===== src/rtl/cpu_bus_pkg.sv =====
// Shared types and constants for the CPU memory-access controller and its device bus.
package cpu_bus_pkg;

   typedef enum logic [1:0] {
      ST_IDLE    = 2'd0,
      ST_ACCESS  = 2'd1,
      ST_RESPOND = 2'd2
   } state_e;

   localparam int unsigned ADDR_W      = 32;
   localparam int unsigned DATA_W      = 32;
   localparam int unsigned BE_W        = 4;
   localparam int unsigned WADDR_W     = 30;
   localparam int unsigned NUM_REGIONS = 3;

   localparam int unsigned REG_ROM = 0;
   localparam int unsigned REG_RAM = 1;
   localparam int unsigned REG_IO  = 2;

   localparam logic [ADDR_W-1:0] DEF_ROM_BASE = 32'h0000_0000;
   localparam logic [ADDR_W-1:0] DEF_ROM_MASK = 32'hFFFF_C000;
   localparam logic [ADDR_W-1:0] DEF_RAM_BASE = 32'h4000_0000;
   localparam logic [ADDR_W-1:0] DEF_RAM_MASK = 32'hFFFF_0000;
   localparam logic [ADDR_W-1:0] DEF_IO_BASE  = 32'h8000_0000;
   localparam logic [ADDR_W-1:0] DEF_IO_MASK  = 32'hFFFF_F000;

   function automatic logic region_hit(input logic [ADDR_W-1:0] addr,
                                       input logic [ADDR_W-1:0] base,
                                       input logic [ADDR_W-1:0] mask);
      return (addr & mask) == base;
   endfunction

endpackage


===== src/rtl/mem_access_ctrl_if.sv =====
// CPU memory-access port plus word-addressed device bus, seen from the environment (master)
// and from the controller (slave).
interface mem_access_ctrl_if;
   import cpu_bus_pkg::*;

   logic [ADDR_W-1:0]             ma_addr;
   logic [DATA_W-1:0]             ma_data_out;
   logic                          ma_rd_req;
   logic                          ma_wr_req;
   logic [BE_W-1:0]               ma_data_mask;
   logic [DATA_W-1:0]             ma_data_in;
   logic                          ma_done;
   logic                          ma_timeout;
   logic [WADDR_W-1:0]            dev_addr;
   logic [DATA_W-1:0]             dev_wdata;
   logic [BE_W-1:0]               dev_be;
   logic                          dev_rd;
   logic                          dev_wr;
   logic [NUM_REGIONS-1:0]        dev_sel;
   logic [NUM_REGIONS-1:0]        dev_ack;
   logic [NUM_REGIONS*DATA_W-1:0] dev_rdata;

   modport master (
      output ma_addr, ma_data_out, ma_rd_req, ma_wr_req, ma_data_mask, dev_ack, dev_rdata,
      input  ma_data_in, ma_done, ma_timeout, dev_addr, dev_wdata, dev_be, dev_rd, dev_wr,
             dev_sel
   );

   modport slave (
      input  ma_addr, ma_data_out, ma_rd_req, ma_wr_req, ma_data_mask, dev_ack, dev_rdata,
      output ma_data_in, ma_done, ma_timeout, dev_addr, dev_wdata, dev_be, dev_rd, dev_wr,
             dev_sel
   );

endinterface


===== src/rtl/mem_lane_align.sv =====
// Byte-lane steering between low-aligned CPU data/mask and lane-aligned bus data/enables.
module mem_lane_align
   import cpu_bus_pkg::*;
(
   input  logic [BE_W-1:0]   mask_i,
   input  logic [1:0]        off_i,
   input  logic [DATA_W-1:0] wdata_i,
   input  logic [DATA_W-1:0] rdata_i,
   output logic [BE_W-1:0]   be_o,
   output logic [DATA_W-1:0] wdata_o,
   output logic [DATA_W-1:0] rdata_o,
   output logic              ovf_o
);

   localparam int unsigned BE_EXT_W = 2 * BE_W - 1;

   logic [BE_EXT_W-1:0] be_wide;
   logic [4:0]          bit_off;

   assign bit_off = {off_i, 3'b000};
   assign be_wide = BE_EXT_W'(mask_i) << off_i;
   assign be_o    = be_wide[BE_W-1:0];
   // Any enable pushed past lane 3 means the access straddles a word.
   assign ovf_o   = |be_wide[BE_EXT_W-1:BE_W];
   assign wdata_o = wdata_i << bit_off;
   assign rdata_o = rdata_i >> bit_off;

endmodule


===== src/rtl/mem_access_ctrl.sv =====
// Turns each CPU memory request into one device-bus transaction with region decode,
// lane steering, and a bounded wait for acknowledge.
module mem_access_ctrl
   import cpu_bus_pkg::*;
#(
   parameter logic [ADDR_W-1:0] ROM_BASE       = DEF_ROM_BASE,
   parameter logic [ADDR_W-1:0] ROM_MASK       = DEF_ROM_MASK,
   parameter logic [ADDR_W-1:0] RAM_BASE       = DEF_RAM_BASE,
   parameter logic [ADDR_W-1:0] RAM_MASK       = DEF_RAM_MASK,
   parameter logic [ADDR_W-1:0] IO_BASE        = DEF_IO_BASE,
   parameter logic [ADDR_W-1:0] IO_MASK        = DEF_IO_MASK,
   parameter int unsigned       TIMEOUT_CYCLES = 16
) (
   input logic               clk,
   input logic               rst,
   mem_access_ctrl_if.slave  bus
);

   localparam int unsigned      CNT_W    = $clog2(TIMEOUT_CYCLES);
   localparam logic [CNT_W-1:0] CNT_LAST = CNT_W'(TIMEOUT_CYCLES - 1);

   state_e                   state_q, state_d;
   logic [1:0]               off_q, off_d;
   logic [WADDR_W-1:0]       addr_q, addr_d;
   logic [DATA_W-1:0]        wdata_q, wdata_d;
   logic [BE_W-1:0]          be_q, be_d;
   logic [NUM_REGIONS-1:0]   sel_q, sel_d;
   logic                     rd_q, rd_d;
   logic                     wr_q, wr_d;
   logic [CNT_W-1:0]         cnt_q, cnt_d;
   logic [DATA_W-1:0]        rdata_q, rdata_d;
   logic                     done_q, done_d;
   logic                     tmo_q, tmo_d;

   logic                     req;
   logic                     req_rd;
   logic [NUM_REGIONS-1:0]   hit_sel;
   logic                     fault;
   logic                     ack;
   logic                     cnt_expired;
   logic [1:0]               align_off;
   logic [DATA_W-1:0]        dev_rdata_sel;
   logic [BE_W-1:0]          be_shift;
   logic [DATA_W-1:0]        wdata_shift;
   logic [DATA_W-1:0]        rdata_shift;
   logic                     be_ovf;

   assign req    = bus.ma_rd_req | bus.ma_wr_req;
   assign req_rd = bus.ma_rd_req;

   // One-hot region decode; fixed priority only matters if regions are configured to overlap.
   always_comb begin
      hit_sel = '0;
      if (region_hit(bus.ma_addr, ROM_BASE, ROM_MASK)) begin
         hit_sel[REG_ROM] = 1'b1;
      end else if (region_hit(bus.ma_addr, RAM_BASE, RAM_MASK)) begin
         hit_sel[REG_RAM] = 1'b1;
      end else if (region_hit(bus.ma_addr, IO_BASE, IO_MASK)) begin
         hit_sel[REG_IO] = 1'b1;
      end
   end

   assign fault = ~|hit_sel | (~req_rd & hit_sel[REG_ROM]) | be_ovf;

   always_comb begin
      dev_rdata_sel = '0;
      if (sel_q[REG_ROM]) begin
         dev_rdata_sel = bus.dev_rdata[REG_ROM*DATA_W +: DATA_W];
      end else if (sel_q[REG_RAM]) begin
         dev_rdata_sel = bus.dev_rdata[REG_RAM*DATA_W +: DATA_W];
      end else if (sel_q[REG_IO]) begin
         dev_rdata_sel = bus.dev_rdata[REG_IO*DATA_W +: DATA_W];
      end
   end

   assign ack         = |(bus.dev_ack & sel_q);
   assign cnt_expired = (cnt_q == CNT_LAST);
   // Write path aligns the live request; read path aligns with the latched offset.
   assign align_off   = (state_q == ST_IDLE) ? bus.ma_addr[1:0] : off_q;

   mem_lane_align u_lane_align (
      .mask_i  (bus.ma_data_mask),
      .off_i   (align_off),
      .wdata_i (bus.ma_data_out),
      .rdata_i (dev_rdata_sel),
      .be_o    (be_shift),
      .wdata_o (wdata_shift),
      .rdata_o (rdata_shift),
      .ovf_o   (be_ovf)
   );

   always_ff @(posedge clk or posedge rst) begin
      if (rst) begin
         state_q <= ST_IDLE;
      end else begin
         state_q <= state_d;
      end
   end

   always_comb begin
      state_d = state_q;
      case (state_q)
         ST_IDLE: begin
            if (req) begin
               state_d = fault ? ST_RESPOND : ST_ACCESS;
            end
         end
         ST_ACCESS: begin
            if (ack || cnt_expired) begin
               state_d = ST_RESPOND;
            end
         end
         ST_RESPOND: state_d = ST_IDLE;
         default:    state_d = ST_IDLE;
      endcase
   end

   // Ack is tested before expiry so a last-cycle ack still completes normally.
   always_comb begin
      off_d   = off_q;
      addr_d  = addr_q;
      wdata_d = wdata_q;
      be_d    = be_q;
      sel_d   = sel_q;
      rd_d    = rd_q;
      wr_d    = wr_q;
      cnt_d   = cnt_q;
      rdata_d = rdata_q;
      done_d  = 1'b0;
      tmo_d   = 1'b0;
      case (state_q)
         ST_IDLE: begin
            if (req) begin
               off_d   = bus.ma_addr[1:0];
               addr_d  = bus.ma_addr[ADDR_W-1:2];
               wdata_d = wdata_shift;
               be_d    = be_shift;
               sel_d   = hit_sel;
               cnt_d   = '0;
               if (fault) begin
                  tmo_d = 1'b1;
               end else begin
                  rd_d = req_rd;
                  wr_d = ~req_rd;
               end
            end
         end
         ST_ACCESS: begin
            if (ack) begin
               rd_d    = 1'b0;
               wr_d    = 1'b0;
               rdata_d = rdata_shift;
               done_d  = 1'b1;
            end else if (cnt_expired) begin
               rd_d  = 1'b0;
               wr_d  = 1'b0;
               tmo_d = 1'b1;
            end else begin
               cnt_d = cnt_q + CNT_W'(1);
            end
         end
         ST_RESPOND: begin
            sel_d = '0;
            be_d  = '0;
         end
         default: ;
      endcase
   end

   always_ff @(posedge clk or posedge rst) begin
      if (rst) begin
         off_q   <= '0;
         addr_q  <= '0;
         wdata_q <= '0;
         be_q    <= '0;
         sel_q   <= '0;
         rd_q    <= 1'b0;
         wr_q    <= 1'b0;
         cnt_q   <= '0;
         rdata_q <= '0;
         done_q  <= 1'b0;
         tmo_q   <= 1'b0;
      end else begin
         off_q   <= off_d;
         addr_q  <= addr_d;
         wdata_q <= wdata_d;
         be_q    <= be_d;
         sel_q   <= sel_d;
         rd_q    <= rd_d;
         wr_q    <= wr_d;
         cnt_q   <= cnt_d;
         rdata_q <= rdata_d;
         done_q  <= done_d;
         tmo_q   <= tmo_d;
      end
   end

   assign bus.ma_data_in = rdata_q;
   assign bus.ma_done    = done_q;
   assign bus.ma_timeout = tmo_q;
   assign bus.dev_addr   = addr_q;
   assign bus.dev_wdata  = wdata_q;
   assign bus.dev_be     = be_q;
   assign bus.dev_rd     = rd_q;
   assign bus.dev_wr     = wr_q;
   assign bus.dev_sel    = sel_q;

endmodule


===== src/flat_wrapper.sv =====
// flat-port wrapper written by rule: the top's interface ports become plain ports
module mem_access_ctrl_flat import cpu_bus_pkg::*;
#(
   parameter logic [ADDR_W-1:0] ROM_BASE       = DEF_ROM_BASE,
   parameter logic [ADDR_W-1:0] ROM_MASK       = DEF_ROM_MASK,
   parameter logic [ADDR_W-1:0] RAM_BASE       = DEF_RAM_BASE,
   parameter logic [ADDR_W-1:0] RAM_MASK       = DEF_RAM_MASK,
   parameter logic [ADDR_W-1:0] IO_BASE        = DEF_IO_BASE,
   parameter logic [ADDR_W-1:0] IO_MASK        = DEF_IO_MASK,
   parameter int unsigned       TIMEOUT_CYCLES = 16
)
  (clk, rst, bus_ma_addr, bus_ma_data_out, bus_ma_rd_req, bus_ma_wr_req, bus_ma_data_mask, bus_dev_ack, bus_dev_rdata, bus_ma_data_in, bus_ma_done, bus_ma_timeout, bus_dev_addr, bus_dev_wdata, bus_dev_be, bus_dev_rd, bus_dev_wr, bus_dev_sel);
  mem_access_ctrl_if bus_i ();
  input logic clk;
  input logic rst;
  input wire logic [$bits(bus_i.ma_addr)-1:0] bus_ma_addr;
  input wire logic [$bits(bus_i.ma_data_out)-1:0] bus_ma_data_out;
  input wire logic [$bits(bus_i.ma_rd_req)-1:0] bus_ma_rd_req;
  input wire logic [$bits(bus_i.ma_wr_req)-1:0] bus_ma_wr_req;
  input wire logic [$bits(bus_i.ma_data_mask)-1:0] bus_ma_data_mask;
  input wire logic [$bits(bus_i.dev_ack)-1:0] bus_dev_ack;
  input wire logic [$bits(bus_i.dev_rdata)-1:0] bus_dev_rdata;
  output wire logic [$bits(bus_i.ma_data_in)-1:0] bus_ma_data_in;
  output wire logic [$bits(bus_i.ma_done)-1:0] bus_ma_done;
  output wire logic [$bits(bus_i.ma_timeout)-1:0] bus_ma_timeout;
  output wire logic [$bits(bus_i.dev_addr)-1:0] bus_dev_addr;
  output wire logic [$bits(bus_i.dev_wdata)-1:0] bus_dev_wdata;
  output wire logic [$bits(bus_i.dev_be)-1:0] bus_dev_be;
  output wire logic [$bits(bus_i.dev_rd)-1:0] bus_dev_rd;
  output wire logic [$bits(bus_i.dev_wr)-1:0] bus_dev_wr;
  output wire logic [$bits(bus_i.dev_sel)-1:0] bus_dev_sel;
  assign bus_i.ma_addr = bus_ma_addr;
  assign bus_i.ma_data_out = bus_ma_data_out;
  assign bus_i.ma_rd_req = bus_ma_rd_req;
  assign bus_i.ma_wr_req = bus_ma_wr_req;
  assign bus_i.ma_data_mask = bus_ma_data_mask;
  assign bus_i.dev_ack = bus_dev_ack;
  assign bus_i.dev_rdata = bus_dev_rdata;
  assign bus_ma_data_in = bus_i.ma_data_in;
  assign bus_ma_done = bus_i.ma_done;
  assign bus_ma_timeout = bus_i.ma_timeout;
  assign bus_dev_addr = bus_i.dev_addr;
  assign bus_dev_wdata = bus_i.dev_wdata;
  assign bus_dev_be = bus_i.dev_be;
  assign bus_dev_rd = bus_i.dev_rd;
  assign bus_dev_wr = bus_i.dev_wr;
  assign bus_dev_sel = bus_i.dev_sel;
  mem_access_ctrl #(.ROM_BASE(ROM_BASE), .ROM_MASK(ROM_MASK), .RAM_BASE(RAM_BASE), .RAM_MASK(RAM_MASK), .IO_BASE(IO_BASE), .IO_MASK(IO_MASK), .TIMEOUT_CYCLES(TIMEOUT_CYCLES)) u_core (.clk(clk), .rst(rst), .bus(bus_i));
endmodule

===== config.mk =====
export PLATFORM = sky130hd
export DESIGN_NAME = mem_access_ctrl_flat
export DESIGN_NICKNAME = d
export VERILOG_FILES = /design/src/rtl/cpu_bus_pkg.sv /design/src/rtl/mem_access_ctrl_if.sv /design/src/rtl/mem_lane_align.sv /design/src/rtl/mem_access_ctrl.sv /design/src/flat_wrapper.sv
export SDC_FILE = /design/constraint.sdc
export NUM_CORES = 1
export LEC_CHECK = 0
export CELL_PAD_IN_SITES_DETAIL_PLACEMENT = 0
export CELL_PAD_IN_SITES_GLOBAL_PLACEMENT = 1
export CORE_MARGIN = 4
export CORE_UTILIZATION = 32
export DETAILED_ROUTE_END_ITERATION = 8
export PLACE_DENSITY_LB_ADDON = 0.1
export SYNTH_ARGS = -nofsm -noshare
export SYNTH_HDL_FRONTEND = slang
export SYNTH_SLANG_ARGS = --single-unit

===== constraint.sdc =====
create_clock -name clk -period 7.2 [get_ports clk]
set_input_delay 0.72 -clock clk [delete_from_list [all_inputs] [get_ports clk]]
set_output_delay 0.72 -clock clk [all_outputs]
set_load 0.1 [all_outputs]

# Word-level counts from Yosys, hierarchy flattened
# Cells that the tools add are included.
# W data, S select, Z words.
dict set report word_totals {
  reg_bits 113
  in_bits 171
  out_inout_bits 105
  wordCells 84
}
dict set report classes {
  addsub 1
  eq_ne 11
  shifts 3
  muxes 36
  n_bitwise 6
  n_reduce_logical 15
}
# operator n
set op_table {}
lappend op_table {{$mux W32} 3}
lappend op_table {{$logic_not A32 Y1} 1}
lappend op_table {{$shl A32 B5 Y32} 1}
lappend op_table {{$shr A32 B5 Y32} 1}
lappend op_table {{$eq A20 B20 Y1 const B} 1}
lappend op_table {{$eq A16 B15 Y1 const B} 1}
lappend op_table {{$mux W1} 16}
lappend op_table {{$mux W4} 4}
lappend op_table {{$pmux W4 S2} 2}
lappend op_table {{$mux W2} 5}
lappend op_table {{$reduce_or A3 Y1} 3}
lappend op_table {{$reduce_and A2 Y1} 4}
lappend op_table {{$reduce_and A4 Y1} 2}
lappend op_table {{$shl A4 B2 Y7} 1}
lappend op_table {{$ne A2 B2 Y1 const B} 3}
lappend op_table {{$pmux W1 S2} 3}
lappend op_table {{$pmux W3 S2} 1}
lappend op_table {{$add A4 B1 Y4 const B} 1}
lappend op_table {{$eq A4 B4 Y1 const B} 1}
lappend op_table {{$ne A2 B1 Y1 const B} 2}
lappend op_table {{$pmux W2 S2} 1}
lappend op_table {{$reduce_bool A2 Y1} 2}
lappend op_table {{$and A3 B3 Y3} 1}
lappend op_table {{$mux W3} 1}
lappend op_table {{9 further kinds} 11}

# Longest topological paths before layout
# Gate-level depths: netlist of the first run.
dict set report depth {
  word_depth 11
  depth_mapped 8
  mapped_depth_nobuf 6
}

# Cells and area by module
# Synthesis of the first run repeated with hierarchy kept, for this count alone.
dict set report unflattened {
  hier_cells 677
  area_unflattened_um2 6304.8
}
# module instances cells_each area_per_inst_um2 seq_area_each_um2
set modules_own_cells {}
lappend modules_own_cells {mem_access_ctrl 1 536 5118.7 2827.7}
lappend modules_own_cells {mem_lane_align 1 141 1186.1 0.0}

# Least setup slack after synthesis of the first run
# OpenSTA, ideal clock, no wires.
dict set report synth_timing {
  path_type {reg2reg}
  from {reg u_core.sel_q[2], in the netlist u_core.bus.dev_sel[2]}
  to {reg u_core.rdata_q[0], in the netlist u_core.bus.ma_data_in[0]}
  setup_time_ps 90
  arrival_ps 2285
  required_ps 7110
  slack_ps 4824
  path_stages_with_launch 8
  n_path_buf 3
  period_less_slack_ps 2376
  path_cell_list {dfrtp_1 > buf_2 > a222oi_1 > nand2b_1 > buf_2 > or2_2 > clkbuf_1 > o221ai_1}
}
dict set report synth_via {
  elab_chain_cells 4
  word_cells_on_any_way 7
  cone_classes {shift (1); mux (3); bitwise (1); reduce/logical (2)}
}
# item line
set synth_rtl {}
lappend synth_rtl {{start, declared} mem_access_ctrl.sv:27} ;# logic [NUM_REGIONS-1:0] sel_q, sel_d;
lappend synth_rtl {{start signal, assigned} mem_access_ctrl.sv:188} ;# sel_q <= sel_d;
lappend synth_rtl {{$mux W32} mem_access_ctrl.sv:71} ;# end else if (sel_q[REG_IO]) begin
lappend synth_rtl {{$mux W32} mem_access_ctrl.sv:69} ;# end else if (sel_q[REG_RAM]) begin
lappend synth_rtl {{$mux W32} mem_access_ctrl.sv:67} ;# if (sel_q[REG_ROM]) begin
lappend synth_rtl {{$shr A32 B5 Y32} mem_lane_align.sv:26} ;# assign rdata_o = rdata_i >> bit_off;
lappend synth_rtl {{end signal, assigned} mem_access_ctrl.sv:192} ;# rdata_q <= rdata_d;
lappend synth_rtl {{end, declared} mem_access_ctrl.sv:31} ;# logic [DATA_W-1:0] rdata_q, rdata_d;
# Parallel ways exist; a longest one is shown, timed or not.
# A chain may end at the register's enable or synchronous reset.

# Worst setup path in the final report of the first run
dict set report layout_timing {
  from {reg u_core.sel_q[2], in the netlist u_core.bus.dev_sel[2]}
  to {out bus_dev_sel[2]}
}
# item line
set layout_lines {}
lappend layout_lines {{end, declared} flat_wrapper.sv:31} ;# output wire logic [$bits(bus_i.dev_sel)-1:0] bus_dev_sel;
# No word-level cell between the ends.

==> out/summary.txt, run 1 <==
Drt drc - 0
# port buffers - 275
Seq/Total Area, Yosys - 47.4%
Final WL - 22.2 mm
DR vias - 5969
Starting Density - 32.9%
GRT Residual Overflow - 0
Post-synthesis net count - 824
Final Max Tran Viols - 0
Critical path class - reg -> out
Crit path max-delay family - buffers and inverters
Worst Skew - 0.00978 ns
Wire per inst - 19.3 um
Slowest-stage cell, CP - clkdlybuf4s50_1
Post-CTS sizing - 0
Top Usage Layer GRT - met2
Cts hold-fix bufs - 0
Slowest cell delay on critical path - 1.29 ns
Antenna Nets Post-Route - 0
Die area - 20900 um2
Synth top area share - 47.4%
Peak supply drop - 0.178 mV
Fill count - 1681
M2 GR Usage - 34.3%
List of most frequent post-synthesis cells - 169 x nand2_1, 113 x dfrtp_1, 59 x a21oi_1, 35 x o21ai_0, 29 x mux2i_1
Antenna violations before repair - 0
Final Util - 51.8%
CTS buffer count - 17
Crit share post-route - 46.6%
Most common cell in the synthesized netlist - nand2_1
Count of cell types in the netlist - 52
CTS Root Cell - clkbuf_16
Worst-Margin Slew - 1.21 ns
Fmax - 298 MHz
Setup TNS - 0 ns
Worst EP arrival - 2.63 ns
TritonRoute pass-1 iters - 5
Final hold vios - 0
WP data required - 6.48 ns
Share of layout cells above drive strength 1 - 6.96%
Yosys reg bits - 113
Die X - 145 um
PwrDens - 272 nW/um2
Clk_lat worst skew - 0.41 ns
Htree depth - 4
Buf/Inv on CP - 1
Leakage - 3.99 nW
Nets@finish - 1078
Min Hold Slack - 0.474 ns
CTS tree - built
Cell area after synthesis - 5970 um2
Top cells by area, synth - dfrtp_1 47%, nand2_1 11%, a21oi_1 4.9%
Die Ht - 145 um
RSZ-0062 raised after global routing - false
Vias in the first global route - 5960
Mapped Cells - 652
Worst min path class - reg -> reg
Synth warnings - 0
Max Cap Viol - 0
Met1 usage - 26.4%
Crit-path cells - clkdlybuf4s50_1
Met3 usage - 6.15%
DR iter-0 viols - 366
I/O pins - 276
Crit path capture type - primary output
Finished Layout Cells - 1148
TritonCTS Sinks - 113
Tot GR Track Use - 20.5%
Clock-pin slew on the worst setup and hold paths - 0.05 ns
Global-route wire length before repair - 32.9 mm
Worst-path fanout max - 20
Largest net degree at the start of global routing - 75
Setup bufs post-CTS - 0
Status - finished clean
Main synth FF type - dfrtp_1
Setup-failing EPs final - 0
Final min period - 3.35 ns
GP Congestion - 0.820
Cell taking the most area after synthesis - dfrtp_1
Diodes inserted - 0
Async SR Flop Fraction - 100%
Routed vias/inst - 5.20
Max-slew headroom - 19.2%
Area grow syn2layout - 57.5%
CTS Buffer Depth - 2
Mean Syn Cell Area - 9.15 um2
Placed Cells - 1116
DP HPWL - 16.5 mm
# rows - 49
Core region area - 18100 um2
Crit path launch type - flop
Post-synth EDFFs - 0
[power by group]
| part | switching [mW] | leakage, nW | internal (mW) |
|---|---|---|---|
| clock | 0.324 | 0.258 | 0.447 |
| combinational | 0.749 | 2.26 | 0.276 |
| sequential | 0.0482 | 1.48 | 0.712 |
[routing by layer]
metal | vias up | routed length, um
li1 | 2821 | -
met1 | 2891 | 9200
met2 | 242 | 10900
met3 | 15 | 1950
met4 | 0 | 183
met5 | - | 0
[flip-flops by register name (all words and copies together), names as in the netlist]
name,count
u_core.state_q,2
u_core.bus.ma_timeout,1
u_core.bus.ma_done,1
u_core.bus.dev_be,4
u_core.bus.dev_sel,3
u_core.cnt_q,4
u_core.bus.dev_wr,1
u_core.bus.dev_rd,1
u_core.bus.dev_wdata,32
u_core.bus.ma_data_in,32
u_core.off_q,2
u_core.bus.dev_addr,30
[placed cells by master, fill, tap and decap left out, types with 17 or more instances in the layout]
cell type and count:
a21oi_1 59, a221oi_1 23, clkbuf_16 17, clkdlybuf4s50_1 275, dfrtp_1 112, mux2i_1 29
nand2_1 168, nor2_1 22, nor2b_1 26, o21ai_0 35, o221ai_1 18
[area by class of cell]
cell class	count	area [um2]	share of cell area, %
well taps	229	287	3.05
clock inverters	15	126	1.35
inverters	14	55.1	0.586
flip-flops and latches	113	2830	30.1
repair buffers	282	2810	29.9
clock buffers	17	425	4.53
multi-input cells	478	2870	30.5
[metrics by stage]
| step | power (mW) | worst slack [ns] | instance area, um2 |
|---|---|---|---|
| after CTS | 2.58 | 3.82 | 9400 |
| after global routing | 2.65 | 3.77 | 9400 |
| after global placement | 1.79 | 4.16 | 8840 |
| final | 2.56 | 3.85 | 9400 |
| after floorplan | 1.49 | 3.49 | 5970 |
| after detailed placement | 1.80 | 4.13 | 8840 |
[kinds of logic (layout without fill, tap and decap cells)]
family | count (synthesis) | in the layout | share of synthesized area (%)
muxes | 41 | 41 | 8.07
buffers and inverters | 61 | 328 | 4.57
DFF | 113 | 113 | 47.4
AOI/OAI and AO/OA | 169 | 169 | 19.5
adders and majority gates | 1 | 1 | 0.210
and+or+nand+nor | 266 | 266 | 20.1
xor gates and xnor gates | 1 | 1 | 0.147
[worst paths after layout]
| path | start | endpoint | slack [ns] | cells past startpoint |
|---|---|---|---|---|
| setup / recovery | u_core.bus.dev_sel[2]$_DFFE_PP0P_ | bus_dev_sel[2] | 3.85 | 1 |
| hold / removal | u_core.bus.dev_addr[16]$_DFFE_PP0P_ | u_core.bus.dev_addr[16]$_DFFE_PP0P_ | 0.47 | 2 |
| setup reg to reg | u_core.bus.dev_sel[2]$_DFFE_PP0P_ | u_core.bus.ma_data_in[4]$_DFFE_PP0P_ | 4.21 | 5 |
| hold reg to reg | u_core.bus.dev_addr[16]$_DFFE_PP0P_ | u_core.bus.dev_addr[16]$_DFFE_PP0P_ | 0.47 | 2 |
| max in group asynchronous | rst | u_core.bus.dev_sel[0]$_DFFE_PP0P_ | 5.09 | 3 |
| min in group asynchronous | rst | u_core.bus.dev_addr[4]$_DFFE_PP0P_ | 0.71 | 2 |
(Power assumes the default switching activity.)
==> inputs of run 2 (changes only) <==
--- a/config.mk
+++ b/config.mk
@@ -8,7 +8,7 @@
 export CELL_PAD_IN_SITES_DETAIL_PLACEMENT = 0
 export CELL_PAD_IN_SITES_GLOBAL_PLACEMENT = 1
 export CORE_MARGIN = 4
-export CORE_UTILIZATION = 32
+export CORE_UTILIZATION = 27
 export DETAILED_ROUTE_END_ITERATION = 8
 export PLACE_DENSITY_LB_ADDON = 0.1
 export SYNTH_ARGS = -nofsm -noshare
==> constraint.sdc (replaced) <==
create_clock -name clk -period 2.7 [get_ports clk]
set_input_delay 0.27 -clock clk [delete_from_list [all_inputs] [get_ports clk]]
set_output_delay 0.27 -clock clk [all_outputs]
set_load 0.1 [all_outputs]
==> out/summary.txt, run 2 (synthesis gave the netlist of run 1 again) <==
R2r startpoint - u_core.state_q[0]$_DFFE_PP0P_
Setup bufs post-CTS - 0 (unchanged)
# port buffers - 275 (unchanged)
Met2 WL post-DR - 11.2 mm (+2.9%)
Met3 wire length - 1.67 mm (-14%)
Die X - 157 um (+8.4%)
Crit share post-route - 82.6%
WP data required - 3.04 ns (-3.44 ns)
Wire per inst - 19.2 um (-0.52%)
Final hold vios - 0 (unchanged)
Post-route cell area - 9470 um2 (+0.79%)
Share of layout cells above drive strength 1 - 19.7% (+13 points)
Die area - 24500 um2 (+17%)
DP HPWL - 18.1 mm (+9.4%)
Leakage - 4.30 nW (+7.9%)
Tot GR Track Use - 18.5% (-2.0 points)
Crit-path cells - nor2_8 -> mux2i_4 -> and2_1 -> a221oi_1 -> nor2_1
Post-CTS sizing - 0 (unchanged)
Fmax - 448 MHz
R2r setup slk - 0.47 ns (-3.74 ns)
Worst Skew - 0.00726 ns (-0.00253 ns)
Critical path class - reg -> reg
Drt drc - 0 (unchanged)
Buf/Inv on CP - 0 (-1)
CTS buffer count - 17 (unchanged)
Commonest cells after routing, fill and taps aside - 170 x clkdlybuf4s50_1, 168 x nand2_1, 124 x buf_4
PwrDens - 764 nW/um2 (+180%)
Routed vias/inst - 4.97 (-4.4%)
Met1 wire length - 9.95 mm (+8.1%)
Diodes inserted - 0 (unchanged)
Vias in the first global route - 5987 (+0.45%)
Clock-pin slew on the worst setup and hold paths - 0.06 ns (about the same)
Antenna Nets Post-Route - 0 (unchanged)
Max Cap Viol - 0 (unchanged)
Area grow syn2layout - 58.7%
Clk_lat worst skew - 0.42 ns (about the same)
RSZ-0062 raised after global routing - false
Nets@finish - 1094 (+1.5%)
Crit path max-delay family - simple AND/OR/NAND/NOR gates
Global-route wire length before repair - 34.9 mm (+6.3%)
FF-to-FF End - u_core.bus.ma_data_in[11]$_DFFE_PP0P_
Crit path capture type - flop
CTS tree - built
CTS Root Cell - clkbuf_16
Top Metal Used - met4
Htree depth - 4 (unchanged)
Worst-path fanout max - 13 (-35%)
DR vias - 6033 (+1.1%)
TritonRoute pass-1 iters - 5 (unchanged)
Max-slew headroom - 52.6% (+33 points)
Crit path launch type - flop
Min Hold Slack - 0.203 ns (-0.271 ns)
Slowest-stage cell, CP - mux2i_4
Setup-failing EPs final - 0 (unchanged)
Final Max Tran Viols - 0 (unchanged)
Reg2Reg Depth - 5 (unchanged)
Worst EP arrival - 2.57 ns (-0.06 ns)
Starting Density - 27.4% (-5.5 points)
Slowest cell delay on critical path - 0.62 ns (-0.67 ns)
I/O pins - 276 (unchanged)
TritonCTS Sinks - 113 (unchanged)
Final WL - 23.4 mm (+5.2%)
Leading cell type in the layout, fill and taps excluded - clkdlybuf4s50_1
Antenna violations before repair - 0 (unchanged)
Worst-Margin Slew - 0.709 ns (-0.501 ns)
Core region area - 21800 um2 (+20%)
Final min period - 2.23 ns
GP Congestion - 0.840 (+2.4%)
CTS Buffer Depth - 2 (unchanged)
Status - finished clean
GRT Residual Overflow - 0 (unchanged)
# rows - 54 (+10%)
DR iter-0 viols - 397 (+8.5%)
Largest net degree at the start of global routing - 59 (-21%)
Setup TNS - 0 ns (unchanged)
Die Ht - 157 um (+8.4%)
Cts hold-fix bufs - 0 (unchanged)
Worst min path class - in -> async
Peak supply drop - 0.380 mV (+110%)
Area after DPL - 8820 um2 (-0.31%)
==> run 2: cell types whose count changed in the layout (fill, tap and decap cells not counted), sizes merged <==
cell / previous run / this run
buf: 7 / 128
clkinvlp: 4 / 2
clkinv: 5 / 3
inv: 20 / 18
bufinv: 0 / 5
clkdlybuf4s50: 275 / 170
==> run 2: where the power goes <==
group          total, mW  internal, mW  switching (mW)
registers           2.03          1.90           0.134
clock network       2.50          1.65           0.855
logic               2.70         0.693            2.00
total               7.23          4.24            2.99
==> run 2: metal layers <==
| metal | vias to the layer above | track usage (%) |
|---|---|---|
| met4 | 0 | 6.40 |
| li1 | 2859 | - |
| met2 | 233 | 29.2 |
| met3 | 31 | 4.67 |
| met1 | 2910 | 24.8 |
| met5 | - | 0 |
==> run 2: worst max path at each step <==
stage | cells after the start | slack [ns] | start | to
floorplan | 7 | 0.32 | u_core.bus.dev_sel[2]$_DFFE_PP0P_ | u_core.bus.ma_data_in[0]$_DFFE_PP0P_
global placement | 7 | 0.47 | bus_dev_ack[0] | u_core.bus.ma_data_in[0]$_DFFE_PP0P_
detailed placement | 7 | 0.43 | bus_dev_ack[0] | u_core.bus.ma_data_in[1]$_DFFE_PP0P_
CTS | 5 | 0.44 | u_core.state_q[0]$_DFFE_PP0P_ | u_core.bus.ma_data_in[13]$_DFFE_PP0P_
global route | 5 | 0.29 | u_core.state_q[0]$_DFFE_PP0P_ | u_core.bus.ma_data_in[13]$_DFFE_PP0P_
finish | 5 | 0.47 | u_core.state_q[0]$_DFFE_PP0P_ | u_core.bus.ma_data_in[11]$_DFFE_PP0P_
==> run 2: stage by stage <==
step / power (mW) / utilization (%) / worst slack, ns / cells
after floorplan: 3.97 / - / 0.324 / 652
after global placement: 4.75 / 40.5 / 0.473 / 1183
after detailed placement: 4.78 / 40.5 / 0.431 / 1183
after CTS: 7.31 / 43.5 / 0.443 / 1214
after global routing: 7.51 / 43.5 / 0.295 / 1214
final: 7.23 / 43.5 / 0.470 / 1214
==> run 2: area by class of cell <==
cell class / instances / area [um2]
multi-input cells: 478 / 2870
fillers: 2121 / 12300
clock inverters: 14 / 228
inverters: 14 / 56.3
repair buffers: 298 / 2710
clock buffers: 17 / 425
flip-flops and latches: 113 / 2830
well taps: 280 / 350
==> inputs of run 3 (changes only) <==
==> constraint.sdc (replaced) <==
create_clock -name clk -period 1.9 [get_ports clk]
set_input_delay 0.19 -clock clk [delete_from_list [all_inputs] [get_ports clk]]
set_output_delay 0.19 -clock clk [all_outputs]
set_load 0.1 [all_outputs]
==> out/summary.txt, run 3 (synthesis gave the netlist of run 1 again) <==
Status - finished clean
Starting Density - 27.4% (unchanged)
Crit path max-delay family - multiplexers
Clk_lat worst skew - 0.41 ns (about the same)
Worst-path fanout max - 12 (-1)
Final min period - 1.87 ns (-0.358 ns)
GP Congestion - 0.873 (+3.9%)
Seq pwr share - 27.8% (-0.3 points)
Max-slew headroom - 64.4% (+12 points)
Largest net degree at the start of global routing - 92 (+56%)
CTS Buffer Depth - 2 (unchanged)
DR iter-0 viols - 460 (+16%)
Commonest cells after routing, fill and taps aside - 170 x clkdlybuf4s50_1, 167 x nand2_1, 164 x buf_4
Vias in the first global route - 6173 (+3.1%)
RSZ-0062 raised after global routing - true
TritonCTS Sinks - 113 (unchanged)
I/O pins - 276 (unchanged)
CTS tree - built
Die Ht - 157 um (unchanged)
Drt drc - 0 (unchanged)
Gate power share - 39.8% (+2.5 points)
# port buffers - 275 (unchanged)
Crit path launch type - flop
Die area - 24500 um2 (unchanged)
DP HPWL - 18.3 mm (+1.2%)
CTS Root Cell - clkbuf_16
Tot GR Track Use - 18.6% (+0.12 points)
Routed vias/inst - 4.90 (-1.4%)
Switching part of the total - 41.5% (+0.16 points)
Critical path class - reg -> reg
Crit path capture type - flop
Crit path depth - 6 (+1)
Slowest-stage cell, CP - dfrtp_2
Switching component of the power - 4.31 mW (+44%)
Peak supply drop - 0.601 mV (+58%)
Share of layout cells above drive strength 1 - 26.7% (+7.0 points)
Worst EP arrival - 2.16 ns (-0.41 ns)
DR vias - 6220 (+3.1%)
Die X - 157 um (unchanged)
Worst-Margin Slew - 0.534 ns (-0.174 ns)
Clock-pin slew on the worst setup and hold paths - 0.06 ns (about the same)
Min Hold Slack - 0.231 ns (+0.0271 ns)
Worst min path class - in -> async
Crit share post-route - 98.5% (+16 points)
Global-route wire length before repair - 35.5 mm (+1.5%)
Nets@finish - 1150 (+5.1%)
Htree depth - 4 (unchanged)
Internal power - 6.07 mW (+43%)
Setup-failing EPs final - 0 (unchanged)
Buf/Inv on CP - 1 (+1)
Reg2Reg Depth - 6 (+1)
Worst Skew - 0.0114 ns (+0.00415 ns)
GRT Residual Overflow - 0 (unchanged)
Max Cap Viol - 0 (unchanged)
Final WS setup - 0.0282 ns (-0.442 ns)
Fmax - 534 MHz (+19%)
PwrDens - 1010 nW/um2 (+32%)
Area grow syn2layout - 71.8%
Crit-path cells - nor2_8 -> mux2i_4 -> buf_12 -> mux2_4 -> a221oi_4 -> nor2_1
Slowest cell delay on critical path - 0.44 ns (-0.18 ns)
Clk pwr share - 32.4% (-2.2 points)
Leading cell type in the layout, fill and taps excluded - clkdlybuf4s50_1
Leakage - 4.67 nW (+8.4%)
CTS buffer count - 17 (unchanged)
Diodes inserted - 0 (unchanged)
Final hold vios - 0 (unchanged)
Wire per inst - 18.8 um (-2.4%)
Antenna Nets Post-Route - 0 (unchanged)
Fill count - 2119 (-0.094%)
# rows - 54 (unchanged)
Final Max Tran Viols - 0 (unchanged)
WP data required - 2.19 ns (-0.85 ns)
Antenna violations before repair - 0 (unchanged)
TritonRoute pass-1 iters - 5 (unchanged)
Final WL - 23.8 mm (+2.1%)
Pre-CTS setup slack - -0.214 ns (-0.645 ns)
Core region area - 21800 um2 (unchanged)
-- run 3: cell count changes in the layout (fill, tap and decap cells not counted), sizes merged --
cell,previous run,this run
buf,128,183
bufinv,5,4
clkbuf,17,19
clkinv,3,4
clkinvlp,2,5
inv,18,14
-- run 3: worst register-to-register path, delay by kind of cell, from the launching register on --
| family | cells | cell delay, ns |
|---|---|---|
| AO/OA/AOI/OAI | 1 | 0.28 |
| buffers and inverters | 1 | 0.18 |
| flip-flops | 1 | 0.44 |
| multiplexers | 2 | 0.61 |
| AND/OR/NAND/NOR | 2 | 0.24 |
-- run 3: final timing paths --
path	endpoint	slack [ns]	from
worst max-delay path	u_core.bus.ma_data_in[9]$_DFFE_PP0P_	0.03	u_core.state_q[1]$_DFFE_PP0P_
worst min-delay path	u_core.bus.dev_addr[2]$_DFFE_PP0P_	0.23	rst
worst max register to register	u_core.bus.ma_data_in[9]$_DFFE_PP0P_	0.03	u_core.state_q[1]$_DFFE_PP0P_
worst min register to register	u_core.bus.dev_wdata[12]$_DFFE_PP0P_	0.48	u_core.bus.dev_wdata[12]$_DFFE_PP0P_
max in group asynchronous	u_core.bus.ma_data_in[25]$_DFFE_PP0P_	1.19	rst
min in group clk	u_core.bus.dev_addr[4]$_DFFE_PP0P_	0.31	bus_ma_addr[6]
-- run 3: stage by stage --
stage	power, mW	TNS [ns]	instance area [um2]	util [%]	instances
detailed placement	6.97	-1.52	9410	43.2	1229
global placement	6.93	-1.18	9410	43.2	1229
floorplan	5.65	-0.126	6100	-	652
global route	10.8	-0.193	10200	47.1	1270
CTS	10.4	-0.0131	10000	46.2	1260
finish	10.4	0	10200	47.1	1270
-- run 3: final cells by class --
cell class | instances | area (um2) | area share [%]
tap | 280 | 350 | 3.42
multi-input combinational | 478 | 3060 | 29.9
clock buffer | 18 | 429 | 4.19
inverter | 14 | 61.3 | 0.598
clock inverter | 13 | 186 | 1.82
sequential | 113 | 2830 | 27.6
timing repair buffer | 354 | 3330 | 32.5
-- run 3: per-layer routing --
| metal | vias up | part of all wire, % | GRT usage [%] |
|---|---|---|---|
| met5 | - | 0 | 0 |
| met4 | 0 | 1.6 | 4.67 |
| met3 | 21 | 7.3 | 5.20 |
| met2 | 212 | 47 | 28.5 |
| met1 | 3026 | 44 | 26.1 |
| li1 | 2961 | - | - |
-- run 3: power by group through the flow --
| stage | sequential, mW | clock, mW | combinational, mW |
|---|---|---|---|
| finish | 2.88 | 3.36 | 4.13 |
| global placement | 2.91 | 0 | 4.02 |
| global route | 2.92 | 3.54 | 4.30 |
| CTS | 2.89 | 3.43 | 4.06 |
| floorplan | 4.96 | 0 | 0.692 |
| detailed placement | 2.92 | 0 | 4.05 |
-- run 3: timing repair --
item / in CTS / in global routing
gates cloned: 0 / 1
setup buffers: 0 / 9
resized for setup: 4 / 16
endpoints found under the setup margin: 8 / 31
pin swaps: 0 / 2
hold buffers: 0 / 0
